`src/rtl/emulib_rammodel_timing_queue_if.sv`:
```
// emulib_rammodel_timing_queue_if: request/completion/release handshakes of the RAM-model timing queue
interface emulib_rammodel_timing_queue_if #(parameter int ID_WIDTH = 4);
  logic                areq_valid;
  logic                areq_ready;
  logic                areq_write;
  logic [ID_WIDTH-1:0] areq_id;
  logic [7:0]          areq_len;
  logic                wdone_valid;
  logic                wdone_ready;
  logic                rreq_valid;
  logic                rreq_ready;
  logic [ID_WIDTH-1:0] rreq_id;
  logic [7:0]          rreq_len;
  logic                breq_valid;
  logic                breq_ready;
  logic [ID_WIDTH-1:0] breq_id;
  modport master (
    output areq_valid, areq_write, areq_id, areq_len, wdone_valid, rreq_ready, breq_ready,
    input  areq_ready, wdone_ready, rreq_valid, rreq_id, rreq_len, breq_valid, breq_id
  );
  modport slave (
    input  areq_valid, areq_write, areq_id, areq_len, wdone_valid, rreq_ready, breq_ready,
    output areq_ready, wdone_ready, rreq_valid, rreq_id, rreq_len, breq_valid, breq_id
  );
endinterface

```
`src/rtl/emulib_rammodel_timing_queue.sv`:
```
// emulib_rammodel_timing_queue: per-direction delay FIFOs releasing reads and wdone-gated write responses in order
// Optional read bandwidth limiting with EMULIB_RAMMODEL_BW_LIMIT_EN.
module emulib_rammodel_timing_queue #(
  parameter int ID_WIDTH  = 4,
  parameter int DEPTH     = 8,
  parameter int R_DELAY   = 25,
  parameter int W_DELAY   = 3,
  parameter int DLY_WIDTH = 8
) (
  input logic clk,
  input logic rst,
  emulib_rammodel_timing_queue_if.slave s
);
  localparam int AW = $clog2(DEPTH);
  localparam logic [DLY_WIDTH-1:0] RD = DLY_WIDTH'(R_DELAY - 1);
  localparam logic [DLY_WIDTH-1:0] WD = DLY_WIDTH'(W_DELAY - 1);
  localparam logic [AW:0] FULLX = {1'b1, {AW{1'b0}}};
  localparam logic [AW:0] WMAX = (AW+1)'(DEPTH);
  logic [AW:0]           r_rwp, r_rrp, r_wwp, r_wrp, r_wdone;
  logic [ID_WIDTH-1:0]   r_rid [DEPTH];
  logic [7:0]            r_rlen [DEPTH];
  logic [DLY_WIDTH-1:0]  r_rdly [DEPTH];
  logic [ID_WIDTH-1:0]   r_wid [DEPTH];
  logic [DLY_WIDTH-1:0]  r_wdly [DEPTH];
  logic [AW-1:0] w_rhead, w_whead;
  logic w_rfull, w_wfull, w_rempty, w_wempty, w_aready;
  logic w_renq, w_wenq, w_rvld, w_bvld, w_rdeq, w_bdeq;
  logic w_wd_rdy, w_wd_inc, w_bw_ok;
  always_comb begin
    w_rhead  = r_rrp[AW-1:0];
    w_whead  = r_wrp[AW-1:0];
    w_rfull  = (r_rwp ^ r_rrp) == FULLX;
    w_wfull  = (r_wwp ^ r_wrp) == FULLX;
    w_rempty = r_rwp == r_rrp;
    w_wempty = r_wwp == r_wrp;
    w_aready = !rst && (s.areq_write ? !w_wfull : !w_rfull);
    w_renq   = s.areq_valid && w_aready && !s.areq_write;
    w_wenq   = s.areq_valid && w_aready && s.areq_write;
    w_rvld   = !w_rempty && r_rdly[w_rhead] == '0 && w_bw_ok;
    w_bvld   = !w_wempty && r_wdly[w_whead] == '0 && r_wdone != '0;
    w_rdeq   = w_rvld && s.rreq_ready;
    w_bdeq   = w_bvld && s.breq_ready;
    w_wd_rdy = !rst && r_wdone < WMAX;
    w_wd_inc = s.wdone_valid && w_wd_rdy;
  end
  assign s.areq_ready  = w_aready;
  assign s.wdone_ready = w_wd_rdy;
  assign s.rreq_valid  = w_rvld;
  assign s.rreq_id     = w_rvld ? r_rid[w_rhead] : '0;
  assign s.rreq_len    = w_rvld ? r_rlen[w_rhead] : '0;
  assign s.breq_valid  = w_bvld;
  assign s.breq_id     = w_bvld ? r_wid[w_whead] : '0;
  // Every slot counts down regardless of occupancy; a slot is reloaded when it is enqueued.
  always_ff @(posedge clk or posedge rst) begin
    if (rst) begin
      r_rwp   <= '0;
      r_rrp   <= '0;
      r_wwp   <= '0;
      r_wrp   <= '0;
      r_wdone <= '0;
      for (int i = 0; i < DEPTH; i++) begin
        r_rdly[i] <= '0;
        r_wdly[i] <= '0;
      end
    end else begin
      if (w_renq) r_rwp <= r_rwp + 1'b1;
      if (w_rdeq) r_rrp <= r_rrp + 1'b1;
      if (w_wenq) r_wwp <= r_wwp + 1'b1;
      if (w_bdeq) r_wrp <= r_wrp + 1'b1;
      r_wdone <= r_wdone + (AW+1)'(w_wd_inc) - (AW+1)'(w_bdeq);
      for (int i = 0; i < DEPTH; i++) begin
        r_rdly[i] <= (w_renq && AW'(i) == r_rwp[AW-1:0]) ? RD : (r_rdly[i] != '0 ? r_rdly[i] - 1'b1 : '0);
        r_wdly[i] <= (w_wenq && AW'(i) == r_wwp[AW-1:0]) ? WD : (r_wdly[i] != '0 ? r_wdly[i] - 1'b1 : '0);
      end
    end
  end
  always_ff @(posedge clk) begin
    if (w_renq) begin
      r_rid[r_rwp[AW-1:0]]  <= s.areq_id;
      r_rlen[r_rwp[AW-1:0]] <= s.areq_len;
    end
    if (w_wenq) r_wid[r_wwp[AW-1:0]] <= s.areq_id;
  end
`ifdef EMULIB_RAMMODEL_BW_LIMIT_EN
  // One data beat per cycle: a released burst of len L blocks the next read for L cycles.
  logic [7:0] r_busy;
  assign w_bw_ok = r_busy == '0;
  always_ff @(posedge clk or posedge rst) begin
    if (rst) r_busy <= '0;
    else if (w_rdeq) r_busy <= s.rreq_len;
    else if (r_busy != '0) r_busy <= r_busy - 1'b1;
  end
`else
  assign w_bw_ok = 1'b1;
`endif
endmodule
```
`src/flat_wrapper.sv`:
```
// flat-port wrapper written by rule: the top's interface ports become plain ports
module emulib_rammodel_timing_queue_flat 
#(
  parameter int ID_WIDTH  = 4,
  parameter int DEPTH     = 8,
  parameter int R_DELAY   = 25,
  parameter int W_DELAY   = 3,
  parameter int DLY_WIDTH = 8
)
  (clk, rst, s_areq_valid, s_areq_write, s_areq_id, s_areq_len, s_wdone_valid, s_rreq_ready, s_breq_ready, s_areq_ready, s_wdone_ready, s_rreq_valid, s_rreq_id, s_rreq_len, s_breq_valid, s_breq_id);
  emulib_rammodel_timing_queue_if #(.ID_WIDTH(ID_WIDTH)) s_i ();
  input logic clk;
  input logic rst;
  input wire logic [$bits(s_i.areq_valid)-1:0] s_areq_valid;
  input wire logic [$bits(s_i.areq_write)-1:0] s_areq_write;
  input wire logic [$bits(s_i.areq_id)-1:0] s_areq_id;
  input wire logic [$bits(s_i.areq_len)-1:0] s_areq_len;
  input wire logic [$bits(s_i.wdone_valid)-1:0] s_wdone_valid;
  input wire logic [$bits(s_i.rreq_ready)-1:0] s_rreq_ready;
  input wire logic [$bits(s_i.breq_ready)-1:0] s_breq_ready;
  output wire logic [$bits(s_i.areq_ready)-1:0] s_areq_ready;
  output wire logic [$bits(s_i.wdone_ready)-1:0] s_wdone_ready;
  output wire logic [$bits(s_i.rreq_valid)-1:0] s_rreq_valid;
  output wire logic [$bits(s_i.rreq_id)-1:0] s_rreq_id;
  output wire logic [$bits(s_i.rreq_len)-1:0] s_rreq_len;
  output wire logic [$bits(s_i.breq_valid)-1:0] s_breq_valid;
  output wire logic [$bits(s_i.breq_id)-1:0] s_breq_id;
  assign s_i.areq_valid = s_areq_valid;
  assign s_i.areq_write = s_areq_write;
  assign s_i.areq_id = s_areq_id;
  assign s_i.areq_len = s_areq_len;
  assign s_i.wdone_valid = s_wdone_valid;
  assign s_i.rreq_ready = s_rreq_ready;
  assign s_i.breq_ready = s_breq_ready;
  assign s_areq_ready = s_i.areq_ready;
  assign s_wdone_ready = s_i.wdone_ready;
  assign s_rreq_valid = s_i.rreq_valid;
  assign s_rreq_id = s_i.rreq_id;
  assign s_rreq_len = s_i.rreq_len;
  assign s_breq_valid = s_i.breq_valid;
  assign s_breq_id = s_i.breq_id;
  emulib_rammodel_timing_queue #(.ID_WIDTH(ID_WIDTH), .DEPTH(DEPTH), .R_DELAY(R_DELAY), .W_DELAY(W_DELAY), .DLY_WIDTH(DLY_WIDTH)) u_core (.clk(clk), .rst(rst), .s(s_i));
endmodule
```
`config.mk`:
```
export PLATFORM = sky130hd
export DESIGN_NAME = emulib_rammodel_timing_queue_flat
export DESIGN_NICKNAME = d
export VERILOG_FILES = /design/src/rtl/emulib_rammodel_timing_queue_if.sv /design/src/rtl/emulib_rammodel_timing_queue.sv /design/src/flat_wrapper.sv
export SDC_FILE = /design/constraint.sdc
export NUM_CORES = 1
export LEC_CHECK = 0
export CAP_MARGIN = 5
export CELL_PAD_IN_SITES_DETAIL_PLACEMENT = 1
export CELL_PAD_IN_SITES_GLOBAL_PLACEMENT = 2
export CORE_UTILIZATION = 25
export CTS_CLUSTER_SIZE = 10
export DETAILED_ROUTE_END_ITERATION = 6
export GPL_TIMING_DRIVEN = 0
export PLACE_DENSITY = 0.5
export SLEW_MARGIN = 20
export SYNTH_ARGS = -nofsm -noshare
export SYNTH_HDL_FRONTEND = slang
export SYNTH_SLANG_ARGS = --single-unit
```
`constraint.sdc`:
```
create_clock -name clk -period 9.18 [get_ports clk]
set_clock_uncertainty 0.1 [all_clocks]
set_input_delay 1.836 -clock clk [delete_from_list [all_inputs] [get_ports clk]]
set_output_delay 1.836 -clock clk [all_outputs]
set_load 0.1 [all_outputs]
```
* Word-level counts from Yosys, hierarchy flattened
Memory sizes are Yosys's and may differ from the RTL's.
Cells that the tools add are included.
** Cells by class
- Bitwise logic cells :: 4
- Add/subtract/negate cells :: 22
- Reduce and logical (&&, ||, !) cells :: 54
- Eq/ne operators :: 18
- Multiplexer cells :: 46
- $lt $le $gt $ge :: 3
** Operator list (number)
- 8-bit two-way mux :: 37
- 8-bit nonzero test :: 16
- 8-bit by 1-bit subtractor with 8-bit output (second input constant) :: 16
- 8-bit binary-select mux with 3-bit select :: 2
- 1-bit logical AND :: 27
- 3-bit equality test (first input constant) :: 8
- 4-bit by 1-bit adder with 4-bit output (second input constant) :: 4
- 8-bit logical NOT :: 2
- 2-bit by 3-bit equality test with 1-bit output (first input constant) :: 4
- 4-bit equality test :: 2
- 4-bit equality test (second input constant) :: 2
- 4-bit greater-or-equal comparator (second input constant) :: 2
- 4-bit two-way mux :: 2
- 3-bit NOT with 4-bit output :: 2
- 4-bit bitwise XOR :: 2
- 1-bit by 3-bit equality test with 1-bit output (first input constant) :: 2
- 1-bit logical NOT :: 6
- 3-bit logical NOT :: 2
- 1-bit two-way mux :: 5
- 4-bit by 1-bit adder with 4-bit output :: 1
- 4-bit less-than comparator (second input constant) :: 1
- 4-bit nonzero test :: 1
- 4-bit by 1-bit subtractor with 4-bit output :: 1
** Storage, ports and cells
- Bits of input ports :: 19
- Output and inout bits :: 20
- Memories :: 3
- Logic and storage cells :: 171
- Register bits after elaboration :: 148
- Bits in writable memories :: 128
** Memory list
- u_core.r_rlen :: depth 8, width 8, rd ports 1, clocked after memory_dff 0, wr ports 1, line emulib_rammodel_timing_queue.sv:21 : logic [7:0] r_rlen [DEPTH];
- u_core.r_rid :: depth 8, width 4, rd ports 1, clocked after memory_dff 0, wr ports 1, line emulib_rammodel_timing_queue.sv:20 : logic [ID_WIDTH-1:0] r_rid [DEPTH];
- u_core.r_wid :: depth 8, width 4, rd ports 1, clocked after memory_dff 0, wr ports 1, line emulib_rammodel_timing_queue.sv:23 : logic [ID_WIDTH-1:0] r_wid [DEPTH];

* Longest topological paths before layout
Gate-level depths: netlist of run 1.
- Word-level depth :: 9
- Depth in mapped cells :: 12
- Mapped depth without buffers :: 10

* Worst setup path after synthesis of run 1
Ideal clock, no wire load.
- Kind :: input-to-reg
- Start point :: input rst
- End point :: memory u_core.r_wid[0][0] (enable)
- Setup time :: 0.361 ns
- Data arrival time :: 6.294 ns
- Data required time :: 8.719 ns
- Stages :: 6
- Slack :: 2.425 ns
- Path buffers :: 1
- Path through :: inv_1 nand2_1 nor2_1 buf_1 nand2_1 nor3_1
** Between the ends
- Cells in the longest elaborated chain, start to end :: 6
** Ends and longest elaborated chain
- from (decl) :: line flat_wrapper.sv:13 : input logic rst;
- 1-bit logical NOT :: line emulib_rammodel_timing_queue.sv:36 : w_aready = !rst && (s.areq_write ? !w_wfull : !w_rfull);
- 1-bit logical AND :: line emulib_rammodel_timing_queue.sv:36
- 1-bit logical AND (2 in a row) :: line emulib_rammodel_timing_queue.sv:38 : w_wenq = s.areq_valid && w_aready && s.areq_write;
- 1-bit two-way mux :: line emulib_rammodel_timing_queue.sv:82 : if (w_wenq) r_wid[r_wwp[AW-1:0]] <= s.areq_id;
- 1-bit two-way mux (implied by the code) :: line emulib_rammodel_timing_queue.sv:82
- to (decl) :: line emulib_rammodel_timing_queue.sv:23
Every way passes these cells.

* Worst setup path in the final report of run 1
- Start point :: register u_core.r_rrp[0]
- End point :: output s_rreq_id[2]
** Between the ends
- Cells in the longest elaborated chain, start to end :: 7
- Elaborated cells on any way between the ends :: 10
- Classes of those cells :: eq/ne: 1; mux: 4; bitwise: 1; reduce/logical: 3; memory: 1
** Ends and longest elaborated chain
- from (decl) :: line emulib_rammodel_timing_queue.sv:19 : logic [AW:0] r_rwp, r_rrp, r_wwp, r_wrp, r_wdone;
- from (signal assigned) :: line emulib_rammodel_timing_queue.sv:67 : if (w_rdeq) r_rrp <= r_rrp + 1'b1;
- 3-bit NOT with 4-bit output (implied by the code) :: line emulib_rammodel_timing_queue.sv:39 : w_rvld = !w_rempty && r_rdly[w_rhead] == '0 && w_bw_ok;
- 8-bit binary-select mux with 3-bit select :: line emulib_rammodel_timing_queue.sv:39
- 8-bit two-way mux (implied by the code) (2 in a row) :: line emulib_rammodel_timing_queue.sv:39
- 8-bit logical NOT :: line emulib_rammodel_timing_queue.sv:39
- 1-bit logical AND :: line emulib_rammodel_timing_queue.sv:39
- 4-bit two-way mux * :: line emulib_rammodel_timing_queue.sv:49 : assign s.rreq_id = w_rvld ? r_rid[w_rhead] : '0;
- to (decl) :: line flat_wrapper.sv:24 : output wire logic [$bits(s_i.rreq_id)-1:0] s_rreq_id;
Every way passes the cells marked *; elsewhere a longest branch is shown, timed or not. The select of a mux whose other input is x is not followed.

==> reports/summary.md, run 1 <==
For this run, the number of standard cells in the final layout without fillers is 1,800. Reg-to-reg startpoint: u_core.r_rrp[0]$_DFFE_PP0P_. The number of global-route vias before repair is 8,751, and the storage element area is 0.00755 mm². Static timing analysis puts the maximum clock frequency at 147 MHz. The wire length of the first global-routing pass is 50,200 µm, and the standard cell core area is 0.0501 mm².

The layout has 5,513 filler cells. The routed wire length was 30,800 µm. In the layout the commonest cells are sky130_fd_sc_hd__nor2_1 (155), sky130_fd_sc_hd__dfrtp_1 (148), sky130_fd_sc_hd__edfxtp_1 (128), sky130_fd_sc_hd__nand2_1 (58), sky130_fd_sc_hd__inv_1 (55).

Port buffering added 38 buffers. The synthesized netlist contains 54 unique library cells. In this run the remaining antenna-violating nets after routing total 0. The run gives 21,400 µm as the placed wire-length estimate. The kind of start point of the critical path is a flop. The number of standard cells after synthesis was 1,016; the post-CTS setup repair buffer count was 0. The tools report the library cell used as clock root buffer as sky130_fd_sc_hd__clkbuf_16.

The summed area of non-filler cells in the final layout was 0.0152 mm². Maximum fanout encountered on the critical timing path: 10. The via-per-instance ratio was 4.40; the number of antenna violations at the first check in global routing was 1. At the worst endpoint, the arrival time is 4860 ps. Synthesis inferred 276 register bits.

The worst path uses 74.0% of the clock period. The fraction of registers with async set or reset after synthesis was 53.6%. In the final routed layout, each cell accounts on average for 17.1 µm.

Count of antenna diodes in the layout: 0. The final count of hold timing violations was 0; the number of core rows was 82. The area share of the leading cell type in the synthesized netlist was 30.3%. The count of endpoints failing setup in the final report is 0, and the number of I/O pins is 39. The post-placement cell area is 0.0141 mm². The number of max-slew violations in the final report is 0, and the clock-pin slew on the worst setup and hold paths is 50 ps. The average instance in the mapped netlist occupies 12.5 µm². The vertical die dimension works out to 227 µm.

Launch instance of the worst min-delay path: u_core.r_wdly[0]$_DFF_PP0_. Setup repair after global routing left no endpoint under its margin. The multi-input combinational cell area was 0.00487 mm²; the area growth from synthesis to layout was 19.9%. The number of gates resized after CTS was 0. The number of sinks driven by the clock tree came out at 276. Maximum clock path buffer count: 3.

The final net count is 1,173. The most frequent standard cell in the layout excluding fill and tap cells was sky130_fd_sc_hd__nor2_1. By startpoint and endpoint, the worst setup path is classified as reg2out. The cell with the biggest individual delay on the critical path is sky130_fd_sc_hd__clkdlybuf4s50_1. The largest single stage delay on the critical path is 1180 ps. For the placed cell count, the log shows 1,736.

The tightest hold path in the finished design has a slack of 354 ps. In this run the number of H-tree levels came out at 2. The tools report the residual DRC count as 0.

Summing the sequential cell areas from Yosys gives 59.6% of the chip area. The number of nets in the synthesized netlist is 1,087. Cell area after technology mapping: 0.0127 mm².

The initial utilization of the core area, before any placement, comes to 25.3%. Global routing finished with a remaining overflow of 0. TritonCTS built the clock tree.

The time the final worst path needs with I/O delays and setup was 6790 ps; the buffering stage count on the worst path with inverters included was 4. The run gives 36 as the TritonCTS buffer count. The overall track demand over capacity in global routing came out at 12.6%. The data required time at the worst endpoint is 7240 ps, and the die width is 227 µm. Type of the worst min-delay path: reg2reg. Of the cells placed in the final design, the portion with a size suffix greater than 1 is 10.1%.

For the aggregate negative setup slack, the log shows 0 ps. The Yosys step of the flow raised 0 warnings. In this run the static leakage power is 5.80 nW.

For the pin with the worst max-slew slack, the measured transition is 1030 ps. In the post-synthesis netlist, the biggest area contributors are sky130_fd_sc_hd__edfxtp_1 (30%), sky130_fd_sc_hd__dfrtp_1 (29%), sky130_fd_sc_hd__mux4_2 (5.7%). The start point of the critical path is u_core.r_rrp[0]$_DFFE_PP0P_. In this run, the number of DRC markers left after iteration 0 of detailed routing was 272.

The cell family contributing the most delay on the critical path is buffers and inverters. The tools report the final weighted congestion of routability-driven global placement as 0.693. For this block, the via count after detailed routing is 7,917. For the worst-skew pair, the clock arrives at the later sink with an insertion delay of 540 ps. IR analysis of the VDD net gives a maximum drop of 0.457 mV. The most frequently used flop master after synthesis is sky130_fd_sc_hd__dfrtp_1. The die covers 0.0516 mm².

Counting flops with a built-in enable in the synthesized netlist gives 128. The worst setup path is captured at an output pin. For this design the ratio of total power to cell area is 379 mW/mm². The worst-case headroom to the max-slew limit was 31.0%. The flow ran to the end, and the final reports show no timing, DRC or antenna violations. The largest area contributor in the netlist was sky130_fd_sc_hd__edfxtp_1.

For the number of hold buffers added after CTS, the log shows 0. The number of iterations in the first detailed-routing pass was 4. The tool flagged a number of max-cap violations equal to 0.

The signal on the critical path passes through clkbuf_1, buf_1, nand4_1, a211oi_1, nand4_1, clkbuf_1, nor2_1, clkdlybuf4s50_1. Entering global routing, the biggest net connects 72 pins.
==> Yosys cell counts (22+ instances only) <==
master / instances
sky130_fd_sc_hd__a21oi_1: 32
sky130_fd_sc_hd__xor2_1: 46
sky130_fd_sc_hd__xnor2_1: 51
sky130_fd_sc_hd__dfrtp_1: 148
sky130_fd_sc_hd__ha_1: 51
sky130_fd_sc_hd__edfxtp_1: 128
sky130_fd_sc_hd__mux4_2: 32
sky130_fd_sc_hd__nor4_1: 26
sky130_fd_sc_hd__mux2i_1: 24
sky130_fd_sc_hd__nor2_1: 161
sky130_fd_sc_hd__nor3_1: 30
sky130_fd_sc_hd__o21ai_0: 22
sky130_fd_sc_hd__inv_1: 56
sky130_fd_sc_hd__nand2_1: 58
==> where the power goes <==
part / internal (mW) / total [mW] / switching [mW]
combinational: 0.890 / 2.41 / 1.52
sequential: 1.67 / 2.02 / 0.354
clock: 0.785 / 1.32 / 0.532
==> layer usage <==
layer / vias up / track usage (%) / wire, µm
met5: - / 0 / 0
met4: 0 / 4.03 / 595
met3: 37 / 2.12 / 909
met2: 78 / 19.6 / 13800
met1: 4008 / 17.9 / 15500
li1: 3794 / - / -
==> state kept, by name (all words and copies together) (netlist names) <==
signal and count:
u_core.r_rdly 64, u_core.r_rlen 64, u_core.r_wdly 64, u_core.r_rid 32
u_core.r_wid 32, u_core.r_rrp 4, u_core.r_rwp 4, u_core.r_wdone 4
u_core.r_wrp 4, u_core.r_wwp 4
==> worst paths after layout <==
kind                       cells after the start                       endpoint  slack (ps)
min reg2reg                                    1     u_core.r_wdly[0]$_DFF_PP0_         350
max in group asynchronous                      4    u_core.r_rdly[58]$_DFF_PP0_        6110
max                                            8                   s_rreq_id[2]        2390
min                                            1     u_core.r_wdly[0]$_DFF_PP0_         350
min in group asynchronous                      2    u_core.r_wdly[10]$_DFF_PP0_        1920
max reg2reg                                    8  u_core.r_rlen[0][7]$_DFFE_PP_        5580
==> through the flow <==
step,utilization [%],power [mW],setup slack [ps]
floorplan,-,3.82,2420
global placement,27.7,4.47,-1320
detailed placement,28.1,4.51,2800
CTS,30.3,5.87,2190
global route,30.3,6.20,1980
finish,30.3,5.75,2390
==> logic make-up (layout without fill, tap and decap cells) <==
group / Yosys count / in the layout / synth area share, %
simple gates: 357 / 357 / 13.5
flops: 276 / 276 / 59.6
compound gates: 101 / 101 / 5.13
xor+xnor: 97 / 97 / 6.71
buf+inv: 76 / 188 / 2.26
mux: 57 / 57 / 7.67
fa+ha+maj: 52 / 52 / 5.20
==> final cells by class <==
type	count	area share [%]
Sequential cell	276	49.7
Multi-Input combinational cell	664	32.1
Clock buffer	57	6.93
Tap cell	672	5.54
Timing Repair Buffer	48	3.53
Inverter	57	1.46
Buffer	19	0.494
Clock inverter	7	0.288
Power figures use the tool's default switching activity.
==> run 2, diff against run 1 <==
clock period = 6.65 ns   (was 9.18 ns; I/O delays follow)
==> run 2 against run 1 <==
Compared with the run above:
- critical path depth unchanged
- global-route usage unchanged
- cell count unchanged
- sequential cell count is the same
- clock power is 38% higher
- sequential power rose by 38%
==> reports/summary.md, run 2 (synthesis results as in run 1) <==
The number of sinks driven by the clock tree was 276. Post-CTS timing repair inserted 0 buffers for setup. The via-per-instance ratio works out to 4.40. STA classifies the critical path startpoint as a flop. The flow ran to the end, and the final reports show no timing, DRC or antenna violations. Clock latency on the worst-skew pair, taken at its later pin, is 540 ps. The count of endpoints failing setup in the final report came out at 0. The critical path in this run is classified as reg2out. The remaining global-route overflow came out at 0.

Summed over all nets, the half-perimeter wirelength after detailed placement is 21,400 µm. The slew at the pin closest to its max-slew limit works out to 1050 ps. Buffering stage count on the worst path with inverters included: 4. For the number of hold buffers added after CTS, the log shows 0.

Number of max-slew violations in the final report: 0. The worst register-to-register path begins at u_core.r_rrp[0]$_DFFE_PP0P_. Max-cap violations in this run came to 0.

The run gives 272 as the number of design-rule violations left by the first detailed-router iteration. Most frequent standard cell in the layout excluding fill and tap cells: sky130_fd_sc_hd__nor2_1. For met1 alone, demand over resource in global routing was 17.9%. The run gives 30,800 µm as the routed wire length. The area of the die was 0.0516 mm²; the slack of the critical path was 485 ps. TritonCTS buffer count: 36. IR analysis of the VDD net gives a maximum drop of 0.631 mV.

The critical path starts at u_core.r_rrp[0]$_DFFE_PP0P_. Compared with the post-synthesis result, the final layout area differs by 20.0%. Hold timing on the final database bottoms out at a slack of 354 ps.

The maximum fanout encountered on the critical timing path came out at 10. Dividing total power by cell area gives a power density of 523 mW/mm². The residual DRC count came out at 0.

The run gives 2.12% as the global-route met3 utilization. The die width is 227 µm, and the maximum clock path buffer count is 3. The kind of end point of the critical path was an output pin.

The die is 227 µm tall. Clock-pin slew was measured on the worst setup and hold paths at 50 ps. Number of global-route vias before repair: 8,751. Static timing analysis puts the maximum clock frequency at 162 MHz.

The kind of cell adding the most delay to the critical path is buffers and inverters. Summing all flip-flop and latch instances after layout gives 0.00755 mm². The number of inserted filler cells in the final layout was 5,515. Setup repair after global routing left no endpoint under its margin.

The final route contains 7,915 vias. The largest individual stage delay along the critical path comes from the cell sky130_fd_sc_hd__clkdlybuf4s50_1. The library cell used as clock root buffer is sky130_fd_sc_hd__clkbuf_16. The part of the cycle the worst path needs was 92.7%. The count of buffers inserted at the top-level ports is 38. The wire length of the first global-routing pass is 50,200 µm, and the time the final worst path needs with I/O delays and setup is 6160 ps.

After clock tree synthesis, the repair step resized 0 gates. Traced cell by cell, the critical path runs through clkbuf_1, clkdlybuf4s15_1, nand4_1, a211oi_1, nand4_1, clkbuf_1, nor2_1, clkdlybuf4s50_1. In this run the count of I/O pins placed on the die edge is 39.

OpenSTA, run right after detailed placement, puts the worst setup slack at 808 ps. Once detail routing completed, the nets flagged for antenna violations numbered 0. The number of antenna violations at the first check in global routing is 1, and the average wire length per cell after detail routing is 17.1 µm.

The final weighted congestion of routability-driven global placement came out at 0.693. Headroom to the max-slew limit came out at 30.3%. The final count of hold timing violations was 0.

For the data required time at the worst endpoint, the log shows 5220 ps. The arrival time at the worst endpoint came out at 4730 ps. In this run the core area contains 82 standard-cell rows.

After the last flow step, the layout net total stands at 1,173. In the layout the commonest cells are sky130_fd_sc_hd__nor2_1 (155), sky130_fd_sc_hd__dfrtp_1 (148), sky130_fd_sc_hd__edfxtp_1 (128), sky130_fd_sc_hd__nand2_1 (58), sky130_fd_sc_hd__inv_1 (55). On the worst path, the slowest cell contributes a delay of 1150 ps. Type of the worst min-delay path: reg2reg. The core region is 0.0501 mm².

Once the floorplan was initialized, standard cells occupied 25.3% of the core. The H-tree generated during clock tree synthesis spans 2 levels. In the final layout, the multi-input gates occupy 0.00487 mm². Share of final-layout standard cells stronger than drive strength 1: 10.1%. In this run the static leakage power is 5.82 nW. The tools report the count of antenna diodes in the layout as 0. The tools report the overall track demand over capacity in global routing as 12.6%. Entering global routing, the biggest net connects 72 pins. TritonCTS built the clock tree.

Highest-utilization routing layer at the global route stage: met2. Before antenna repair, the detailed router went through 4 iterations. The startpoint identified for the worst hold timing path is u_core.r_wdly[0]$_DFF_PP0_. For this run, global-route usage on met2 was measured as 19.6%.
-- run 2: final timing paths --
check                      cells past startpoint  slack (ps)                             to
max                                            8         490                  s_rreq_len[6]
min                                            1         350     u_core.r_wdly[0]$_DFF_PP0_
max reg2reg                                    8        3030  u_core.r_rlen[0][7]$_DFFE_PP_
min reg2reg                                    1         350     u_core.r_wdly[0]$_DFF_PP0_
max in group asynchronous                      4        4080    u_core.r_rdly[58]$_DFF_PP0_
min in group asynchronous                      2        1410    u_core.r_wdly[10]$_DFF_PP0_
-- run 2: through the flow --
stage	total power [mW]	util, %	cells	setup TNS (ps)	cell area [µm²]
6_report	7.94	30.3	1800	0	15200
4_1_cts	8.11	30.3	1800	0	15200
2_1_floorplan	5.27	-	1016	0	12700
3_3_place_gp	6.18	27.7	1726	-607250	13900
3_5_place_dp	6.23	28.1	1736	0	14100
5_1_grt	8.56	30.3	1800	0	15200
-- run 2: routing by layer --
| layer | vias to the layer above | share of wire, % |
|---|---|---|
| met5 | - | 0 |
| met4 | 0 | 1.9 |
| met3 | 37 | 3.0 |
| met2 | 76 | 45 |
| met1 | 4009 | 50 |
| li1 | 3793 | - |
-- run 2: power breakdown --
group	total, mW	switching, mW	leakage (nW)	internal (mW)
Sequential	2.79	0.488	2.92	2.30
Clock	1.82	0.735	0.534	1.08
Combinational	3.33	2.10	2.36	1.23
-- run 2: cell type report --
type | count | share of cell area [%]
flip-flops and latches | 276 | 49.7
multi-input cells | 664 | 32.0
clock buffers | 57 | 6.93
well taps | 672 | 5.53
repair buffers | 48 | 3.55
inverters | 57 | 1.46
plain buffers | 19 | 0.535
clock inverters | 7 | 0.288
